`src/rtl/led_digit_scan_pkg.sv`:
```
// led_digit_scan shared definitions: digit count, anode levels,
// nibble width, default timing and display helper functions.
package led_digit_scan_pkg;

    localparam int LED_DIGITS = 4;
    localparam int LED_NIBBLE_W = 4;
    localparam logic [3:0] LED_ANODE_OFF = 4'b1111;

    localparam int LED_DIV_DEFAULT = 50000;
    localparam int LED_DEAD_DEFAULT = 16;

    typedef logic [LED_NIBBLE_W-1:0] nibble_t;
    typedef logic [1:0] digitIdx_t;

    // Nibble of a 16-bit display word selected by digit index.
    function automatic nibble_t nibbleAt(
        input logic [15:0] v,
        input digitIdx_t i
    );
        return v[LED_NIBBLE_W*i +: LED_NIBBLE_W];
    endfunction

    // Leading-zero blank mask; digit 0 is never blanked.
    function automatic logic [3:0] leadingBlank(
        input logic [15:0] v,
        input logic [3:0] d
    );
        logic [3:0] blank;
        logic zeroAbove;
        blank = '0;
        zeroAbove = 1'b1;
        for (int i = LED_DIGITS - 1; i >= 1; i--) begin
            zeroAbove = zeroAbove && (v[LED_NIBBLE_W*i +: LED_NIBBLE_W] == '0);
            blank[i] = zeroAbove && !d[i];
        end
        return blank;
    endfunction

endpackage

```
`src/rtl/led_digit_scan_if.sv`:
```
// led_digit_scan bus: display load side plus scan outputs.
// master drives value/load/dpIn; slave drives the digit outputs.
interface led_digit_scan_if;
    import led_digit_scan_pkg::*;

    logic [15:0] value;
    logic load;
    logic [3:0] dpIn;
    nibble_t N;
    logic [3:0] anode;
    logic dp;
    logic frame;

    modport master (
        output value, load, dpIn,
        input N, anode, dp, frame
    );

    modport slave (
        input value, load, dpIn,
        output N, anode, dp, frame
    );

endinterface

```
`src/rtl/led_digit_scan_prescaler.sv`:
```
// scan_prescaler: modulo-DIV slot counter with end-of-slot tick.
// cntNext is exported so the top can register outputs from next state.
module scan_prescaler #(
    parameter int DIV = 8,
    parameter int CW = $clog2(DIV)
) (
    input  logic clk,
    input  logic rst,
    output logic [CW-1:0] cnt,
    output logic [CW-1:0] cntNext,
    output logic tick
);

    localparam logic [CW-1:0] LAST = CW'(DIV - 1);

    assign tick = (cnt == LAST);
    assign cntNext = tick ? '0 : cnt + CW'(1);

    // Slot counter wraps to 0 after DIV-1.
    always_ff @(posedge clk or posedge rst) begin
        if (rst) begin
            cnt <= '0;
        end else begin
            cnt <= cntNext;
        end
    end

endmodule

```
`src/rtl/led_digit_scan.sv`:
```
// led_digit_scan: 4-digit multiplexed scan with dead time and frame-aligned loads.
// Optional macro LED_SCAN_ZERO_BLANK_EN enables leading-zero blanking.
module led_digit_scan
    import led_digit_scan_pkg::*;
#(
    parameter int DIV = LED_DIV_DEFAULT,
    parameter int DEAD = LED_DEAD_DEFAULT
) (
    input logic clk,
    input logic rst,
    led_digit_scan_if.slave bus
);

    localparam int CW = $clog2(DIV);
    localparam logic [CW-1:0] DEADC = CW'(DEAD);

    logic [CW-1:0] cnt;
    logic [CW-1:0] cntNext;
    logic tick;

    digitIdx_t idx;
    digitIdx_t idxNext;

    logic [15:0] dispVal;
    logic [3:0] dispDp;
    logic [15:0] shadowVal;
    logic [3:0] shadowDp;
    logic pending;

    logic [15:0] dispValNext;
    logic [3:0] dispDpNext;
    logic [15:0] shadowValNext;
    logic [3:0] shadowDpNext;
    logic pendingNext;

    logic boundary;
    logic live;
    logic [3:0] blankNext;
    logic [3:0] anodeNext;

    scan_prescaler #(
        .DIV(DIV),
        .CW(CW)
    ) uPrescaler (
        .clk(clk),
        .rst(rst),
        .cnt(cnt),
        .cntNext(cntNext),
        .tick(tick)
    );

    generate
        if (DEAD == 0) begin : gNoDead
            assign live = 1'b1;
        end else begin : gDead
            assign live = (cntNext >= DEADC);
        end
    endgenerate

    // Next-state for digit index, shadow and display registers.
    always_comb begin
        boundary = tick && (idx == 2'd3);
        idxNext = tick ? idx + 2'd1 : idx;

        shadowValNext = shadowVal;
        shadowDpNext = shadowDp;
        pendingNext = pending;
        dispValNext = dispVal;
        dispDpNext = dispDp;

        if (bus.load) begin
            shadowValNext = bus.value;
            shadowDpNext = bus.dpIn;
            pendingNext = 1'b1;
        end

        if (boundary) begin
            if (bus.load) begin
                dispValNext = bus.value;
                dispDpNext = bus.dpIn;
            end else if (pending) begin
                dispValNext = shadowVal;
                dispDpNext = shadowDp;
            end
            pendingNext = 1'b0;
        end
    end

    // Anode pattern for the next state, honouring dead time and blanking.
    always_comb begin
`ifdef LED_SCAN_ZERO_BLANK_EN
        blankNext = leadingBlank(dispValNext, dispDpNext);
`else
        blankNext = '0;
`endif
        anodeNext = LED_ANODE_OFF;
        if (live) begin
            anodeNext = ~((4'b0001 << idxNext) & ~blankNext);
        end
    end

    // Scan state and load registers.
    always_ff @(posedge clk or posedge rst) begin
        if (rst) begin
            idx <= '0;
            dispVal <= '0;
            dispDp <= '0;
            shadowVal <= '0;
            shadowDp <= '0;
            pending <= 1'b0;
        end else begin
            idx <= idxNext;
            dispVal <= dispValNext;
            dispDp <= dispDpNext;
            shadowVal <= shadowValNext;
            shadowDp <= shadowDpNext;
            pending <= pendingNext;
        end
    end

    // Registered outputs derived from next state so they track the registers.
    always_ff @(posedge clk or posedge rst) begin
        if (rst) begin
            bus.N <= '0;
            bus.anode <= LED_ANODE_OFF;
            bus.dp <= 1'b0;
            bus.frame <= 1'b0;
        end else begin
            bus.N <= nibbleAt(dispValNext, idxNext);
            bus.anode <= anodeNext;
            bus.dp <= dispDpNext[idxNext];
            bus.frame <= boundary;
        end
    end

endmodule

```
`src/flat_wrapper.sv`:
```
// flat-port wrapper written by rule: the top's interface ports become plain ports
module led_digit_scan_flat import led_digit_scan_pkg::*;
#(
    parameter int DIV = LED_DIV_DEFAULT,
    parameter int DEAD = LED_DEAD_DEFAULT
)
  (clk, rst, bus_value, bus_load, bus_dpIn, bus_N, bus_anode, bus_dp, bus_frame);
  led_digit_scan_if bus_i ();
  input logic clk;
  input logic rst;
  input wire logic [$bits(bus_i.value)-1:0] bus_value;
  input wire logic [$bits(bus_i.load)-1:0] bus_load;
  input wire logic [$bits(bus_i.dpIn)-1:0] bus_dpIn;
  output wire logic [$bits(bus_i.N)-1:0] bus_N;
  output wire logic [$bits(bus_i.anode)-1:0] bus_anode;
  output wire logic [$bits(bus_i.dp)-1:0] bus_dp;
  output wire logic [$bits(bus_i.frame)-1:0] bus_frame;
  assign bus_i.value = bus_value;
  assign bus_i.load = bus_load;
  assign bus_i.dpIn = bus_dpIn;
  assign bus_N = bus_i.N;
  assign bus_anode = bus_i.anode;
  assign bus_dp = bus_i.dp;
  assign bus_frame = bus_i.frame;
  led_digit_scan #(.DIV(DIV), .DEAD(DEAD)) u_core (.clk(clk), .rst(rst), .bus(bus_i));
endmodule
```
`config.mk`:
```
export PLATFORM = sky130hd
export DESIGN_NAME = led_digit_scan_flat
export DESIGN_NICKNAME = d
export VERILOG_FILES = /design/src/rtl/led_digit_scan_pkg.sv /design/src/rtl/led_digit_scan_if.sv /design/src/rtl/led_digit_scan_prescaler.sv /design/src/rtl/led_digit_scan.sv /design/src/flat_wrapper.sv
export SDC_FILE = /design/constraint.sdc
export NUM_CORES = 1
export LEC_CHECK = 0
export CORE_MARGIN = 2
export CORE_UTILIZATION = 60
export DETAILED_ROUTE_END_ITERATION = 7
export PLACE_DENSITY = 0.84
export SLEW_MARGIN = 20
export SYNTH_ARGS = -nofsm -noshare
export SYNTH_HDL_FRONTEND = slang
export SYNTH_SLANG_ARGS = --single-unit
```
`constraint.sdc`:
```
create_clock -name clk -period 6.9 [get_ports clk]
set_input_delay 0.69 -clock clk [delete_from_list [all_inputs] [get_ports clk]]
set_output_delay 0.69 -clock clk [all_outputs]
set_load 0.03 [all_outputs]
```
# Yosys cells after proc, flatten, opt, wreduce, memory -nomap -nowiden
# Cells that the tools add are included.
dict set report totals {
  regBits 69
  latchBits 0
  ramBits 0
  rom_bits 0
  inputBits 23
  wordCells 35
  n_memories 0
}
dict set report op_classes {
  n_addsub 2
  multipliers 0
  div_mod_pow 0
  n_lt_le_gt_ge 2
  n_eq_ne 2
  shifts 2
  muxes 13
  n_bitwise 1
  n_reduce_logical 2
}
# cell count
set ops {}
lappend ops {{2-to-1 mux 16 bit} 4}
lappend ops {{adder 16 x 1 -> 16 bit, second input constant} 1}
lappend ops {{equality test 16 bit, second input constant} 1}
lappend ops {{greater-or-equal comparator 16 x 5 -> 1 bit, second input constant} 1}
lappend ops {{2-to-1 mux 4 bit} 4}
lappend ops {{indexed part select 16 x 5 -> 4 bit} 1}
lappend ops {{inverter 4 bit} 1}
lappend ops {{left shift 1 x 2 -> 4 bit, first input constant} 1}
lappend ops {{less-than comparator 2 x 3 -> 1 bit, second input constant} 1}
lappend ops {{2-to-1 mux 1 bit} 3}
lappend ops {{adder 2 x 1 -> 2 bit, second input constant} 1}
lappend ops {{binary-select mux 1 bit (select 2 bit)} 1}
lappend ops {{equality test 2 bit, second input constant} 1}
lappend ops {{2-to-1 mux 2 bit} 1}
lappend ops {{nonzero test 2 bit} 1}
lappend ops {{logical AND 1 bit} 1}

# Longest topological paths before layout
dict set report logic_depth {
  word_depth 5
  depth_mapped 8
  mapped_depth_nobuf 8
}

# Modules after synthesis
# Synthesis repeated with hierarchy kept, for this count alone.
dict set report unflattened {
  cells_unflattened 231
  hier_area_um2 2969.1
}
# module instances cells_per_inst area_per_inst_um2
set modules_own_cells {}
lappend modules_own_cells {led_digit_scan 1 163 2212.1}
lappend modules_own_cells {scan_prescaler 1 68 757.0}

# Least setup slack after synthesis
# No wires, ideal clock.
dict set report synth_timing {
  path_kind {register to register}
  from {register u_core.uPrescaler.cnt[11]}
  to {register u_core.bus.N[3]}
  setup_time_ns 0.124
  arrival_ns 2.347
  slack_ns 4.429
  path_stages_with_launch 8
  n_path_buf 0
  cell_sequence {dfrtp_1 > or4_4 > nor4_4 > mux2i_2 > inv_2 > and2_1 > a22oi_1 > nand2_1}
}
# item line
set synth_lines {}
lappend synth_lines {{start: declaration} led_digit_scan_prescaler.sv:9} ;# output logic [CW-1:0] cnt,
lappend synth_lines {{start signal: assignment} led_digit_scan_prescaler.sv:24} ;# cnt <= cntNext;
lappend synth_lines {{equality test 16 bit} led_digit_scan_prescaler.sv:16} ;# assign tick = (cnt == LAST);
lappend synth_lines {{2-to-1 mux 2 bit} led_digit_scan.sv:63} ;# idxNext = tick ? idx + 2'd1 : idx;
lappend synth_lines {{net u_core.idxNext[1]} led_digit_scan.sv:22} ;# digitIdx_t idxNext;
lappend synth_lines {{indexed part select 16 x 5 -> 4 bit} led_digit_scan_pkg.sv:20} ;# return v[LED_NIBBLE_W*i +: LED_NIBBLE_W];
lappend synth_lines {{end signal: assignment} led_digit_scan.sv:129} ;# bus.N <= nibbleAt(dispValNext, idxNext);
lappend synth_lines {{end: declaration} led_digit_scan_if.sv:21} ;# output N, anode, dp, frame
# The timed path passes the listed nets, and every way through them passes these cells.
# A chain may end at the register's enable or synchronous reset.

# Final worst setup path
dict set report layout_timing {
  from {register u_core.uPrescaler.cnt[7]}
  to {register u_core.bus.N[2]}
}
dict set report layout_between {
  elab_chain_len 4
}
# item line
set layout_rtl {}
lappend layout_rtl {{equality test 16 bit} led_digit_scan_prescaler.sv:16}
lappend layout_rtl {{logical AND 1 bit} led_digit_scan.sv:62} ;# boundary = tick && (idx == 2'd3);
lappend layout_rtl {{2-to-1 mux 16 bit} led_digit_scan.sv:77} ;# if (boundary) begin
lappend layout_rtl {{net u_core.dispValNext[2]} led_digit_scan.sv:30} ;# logic [15:0] dispValNext;
lappend layout_rtl {{indexed part select 16 x 5 -> 4 bit} led_digit_scan_pkg.sv:20}
# The timed path passes the listed nets, and every way through them passes these cells.

==> reports/summary.txt <==
Ys async rst share: 1.000
Outcome: finished, final reports clean
Maximum Capacitance Violations: 0
Placement Setup Slack: 3.424 ns
Clock insertion delay at the later pin of the skew report: 0.34 ns
Post-CTS Hold Buffers: 0
I/O pin count: 33
Final instance count without filler cells: 341
Number of nets in the synthesized netlist: 260
Kind of path behind the tightest hold check: reg2reg
DR WL/cell: 16.06 µm
Final cycle utilization of the critical path: 0.5006
F_max: 289.5 MHz
Drt initial violations: 90
Kind of launch point of the worst setup path: flop
Number of slew-limit violations in the final report: 0
Post-synthesis register bit count: 69
Fraction of the yosys area taken by sequential cells: 0.5663
Maximum net fanout on the critical path: 20
TritonCTS clock tree: done
Post-CTS Setup Repair Bufs: 0
Category of the worst setup path capture point: flop
Number of buffers added by the clock tree synthesis step: 9
Post-synth EDFFs: 0
Initial DRT Pass Iterations: 4
Max IR drop VDD: 143.0 µV
Setup repair after global routing missed its margin: no
Number of unique standard cell types used by synthesis: 47
Area Growth Syn to Fin: 17.96%
Initial antenna violation count: 0
Core area: 4817 µm²
Layout Skew: 0.006867 ns
CTS Sinks: 69
Hold slack final: 0.4999 ns
Sum of negative setup slack: 0 ns
Vias in the first global route: 1,791
Standard-cell rows: 25
Average footprint of a synthesized cell: 13.01 µm²
Number of warning messages in the yosys log: 0
Post-route DRC violation count: 0
Vias after detailed routing: 1,925
# nets final: 294
Number of port buffers: 32
Final standard cell area without fillers: 3607 µm²
Wire length after detailed routing: 5478 µm
Antenna Cells: 0
Depth of the CTS H-tree: 3
Post-Place Cells: 325
Final Hold Fails: 0
Share of final-layout standard cells stronger than drive strength 1: 0.2409
Width of the chip: 75.39 µm
Fin crit period: 3.454 ns
Starting utilization of the core area: 0.6348
Global-route wire length before repair: 8542 µm
Leak pwr: 1.674 nW
Post-route setup slack: 3.446 ns
Clock slew seen by the registers of the worst setup and hold paths: 0.07 ns
Maximum root-to-sink buffer count: 2
Critical Path RT: 7.13 ns
Placed inst area: 3415 µm²
Most frequent cells in the layout: sky130_fd_sc_hd__dfrtp_1, sky130_fd_sc_hd__clkdlybuf4s50_1, sky130_fd_sc_hd__mux2_2
Most frequently used flop master after synthesis: sky130_fd_sc_hd__dfrtp_1
Root cell of the clock tree: sky130_fd_sc_hd__clkbuf_8
Die span in y: 75.39 µm
Final ANT Viol Nets: 0
Worst slew margin relative to its limit: 0.4529
Leading cell type in the layout, fill and taps excluded: sky130_fd_sc_hd__dfrtp_1
Tightest Pin Transition: 0.8145 ns
Area of the die: 5684 µm²
Setup violations, final: 0
Routability congestion estimate from global placement: 0.8849
Maximum number of pins on one net before global-route repair: 70
Total global routing overflow: 0
Type of the setup path with the least slack: reg2reg
Post-cts sizing count: 0
Instance count of the mapped netlist: 235
Vias per cell: 5.645
PD cells: 216.2 nW/µm²
Post-synthesis cell area: 3058 µm²
Hpwl dp: 3687 µm
Overall routing resource usage: 0.2094
Crit path arrival time: 3.68 ns
where the power goes:
part / switching [mW] / total [mW] / internal [mW] / leakage, nW
Combinational: 0.0182 / 0.0412 / 0.0230 / 0.698
Clock: 0.144 / 0.320 / 0.176 / 0.0964
Sequential: 0.00264 / 0.419 / 0.416 / 0.880
kinds of logic after synthesis:
group	synth area share
fa+ha+maj	0.008182
buf+inv	0.02659
xor+xnor	0.04869
simple gates	0.1199
mux	0.1792
compound gates	0.05115
flops	0.5663
stage by stage:
stage | utilization | power, mW
2_1_floorplan | - | 0.4485
3_3_place_gp | 0.7088 | 0.4674
3_5_place_dp | 0.7088 | 0.4687
4_1_cts | 0.7488 | 0.7866
5_1_grt | 0.7488 | 0.8049
6_report | 0.7488 | 0.7797
cell type report:
cell class | instances | area, µm²
flip-flops and latches | 69 | 1732
multi-input cells | 150 | 1245
fillers | 347 | 1210
repair buffers | 34 | 335.3
clock buffers | 12 | 145.1
well taps | 67 | 83.83
clock inverters | 4 | 47.55
inverters | 5 | 18.77
synthesized netlist by cell type, types with 3 or more instances:
cell type	n	area share
sky130_fd_sc_hd__nand3_1	9	0.015
sky130_fd_sc_hd__clkbuf_1	4	0.0049
sky130_fd_sc_hd__mux2_2	31	0.11
sky130_fd_sc_hd__mux2i_1	8	0.026
sky130_fd_sc_hd__mux2_4	7	0.034
sky130_fd_sc_hd__a22oi_1	6	0.015
sky130_fd_sc_hd__nand2_1	11	0.014
sky130_fd_sc_hd__xor2_1	10	0.029
sky130_fd_sc_hd__nor4_1	3	0.0061
sky130_fd_sc_hd__dfrtp_1	65	0.53
sky130_fd_sc_hd__nand4_1	5	0.010
sky130_fd_sc_hd__and3_1	3	0.0061
sky130_fd_sc_hd__dfstp_2	4	0.034
sky130_fd_sc_hd__nor2_1	12	0.015
sky130_fd_sc_hd__xnor2_1	7	0.020
sky130_fd_sc_hd__inv_1	4	0.0049
sky130_fd_sc_hd__nor3_1	3	0.0049
registers in the layout, indices dropped and copies added (netlist names):
name,flops
u_core.pending,1
u_core.bus.anode,4
u_core.uPrescaler.cnt,16
u_core.bus.dp,1
u_core.shadowDp,4
u_core.dispDp,4
u_core.dispVal,16
u_core.shadowVal,16
u_core.idx,2
u_core.bus.frame,1
u_core.bus.N,4
critical path: stages, from the launching register on:
cell and delay (ns):
sky130_fd_sc_hd__dfrtp_1 0.51, sky130_fd_sc_hd__or4_4 0.60, sky130_fd_sc_hd__nor4_4 0.74, sky130_fd_sc_hd__nand3b_2 0.68, sky130_fd_sc_hd__mux2_4 0.51, sky130_fd_sc_hd__a22oi_1 0.22, sky130_fd_sc_hd__nand2_1 0.07
worst paths after layout:
| kind | start | end | slack, ns | cells past startpoint |
|---|---|---|---|---|
| max | u_core.uPrescaler.cnt[7]$_DFF_PP0_ | u_core.bus.N[2]$_DFF_PP0_ | 3.45 | 6 |
| min | u_core.shadowVal[3]$_DFFE_PP0P_ | u_core.shadowVal[3]$_DFFE_PP0P_ | 0.50 | 1 |
| max reg2reg | u_core.uPrescaler.cnt[7]$_DFF_PP0_ | u_core.bus.N[2]$_DFF_PP0_ | 3.45 | 6 |
| min reg2reg | u_core.shadowVal[3]$_DFFE_PP0P_ | u_core.shadowVal[3]$_DFFE_PP0P_ | 0.50 | 1 |
| max in group asynchronous | rst | u_core.dispVal[8]$_DFF_PP0_ | 5.46 | 3 |
| min in group asynchronous | rst | u_core.uPrescaler.cnt[12]$_DFF_PP0_ | 0.92 | 3 |
per-layer routing:
layer | up-vias | wire length, µm | global-route usage
met2 | 47 | 2600 | 0.3121
met5 | - | 0 | 0
met1 | 949 | 2538 | 0.2815
li1 | 919 | - | -
met3 | 10 | 230 | 0.04894
met4 | 0 | 108 | 0.1248
No activity file was read; power rests on OpenSTA's default activity.
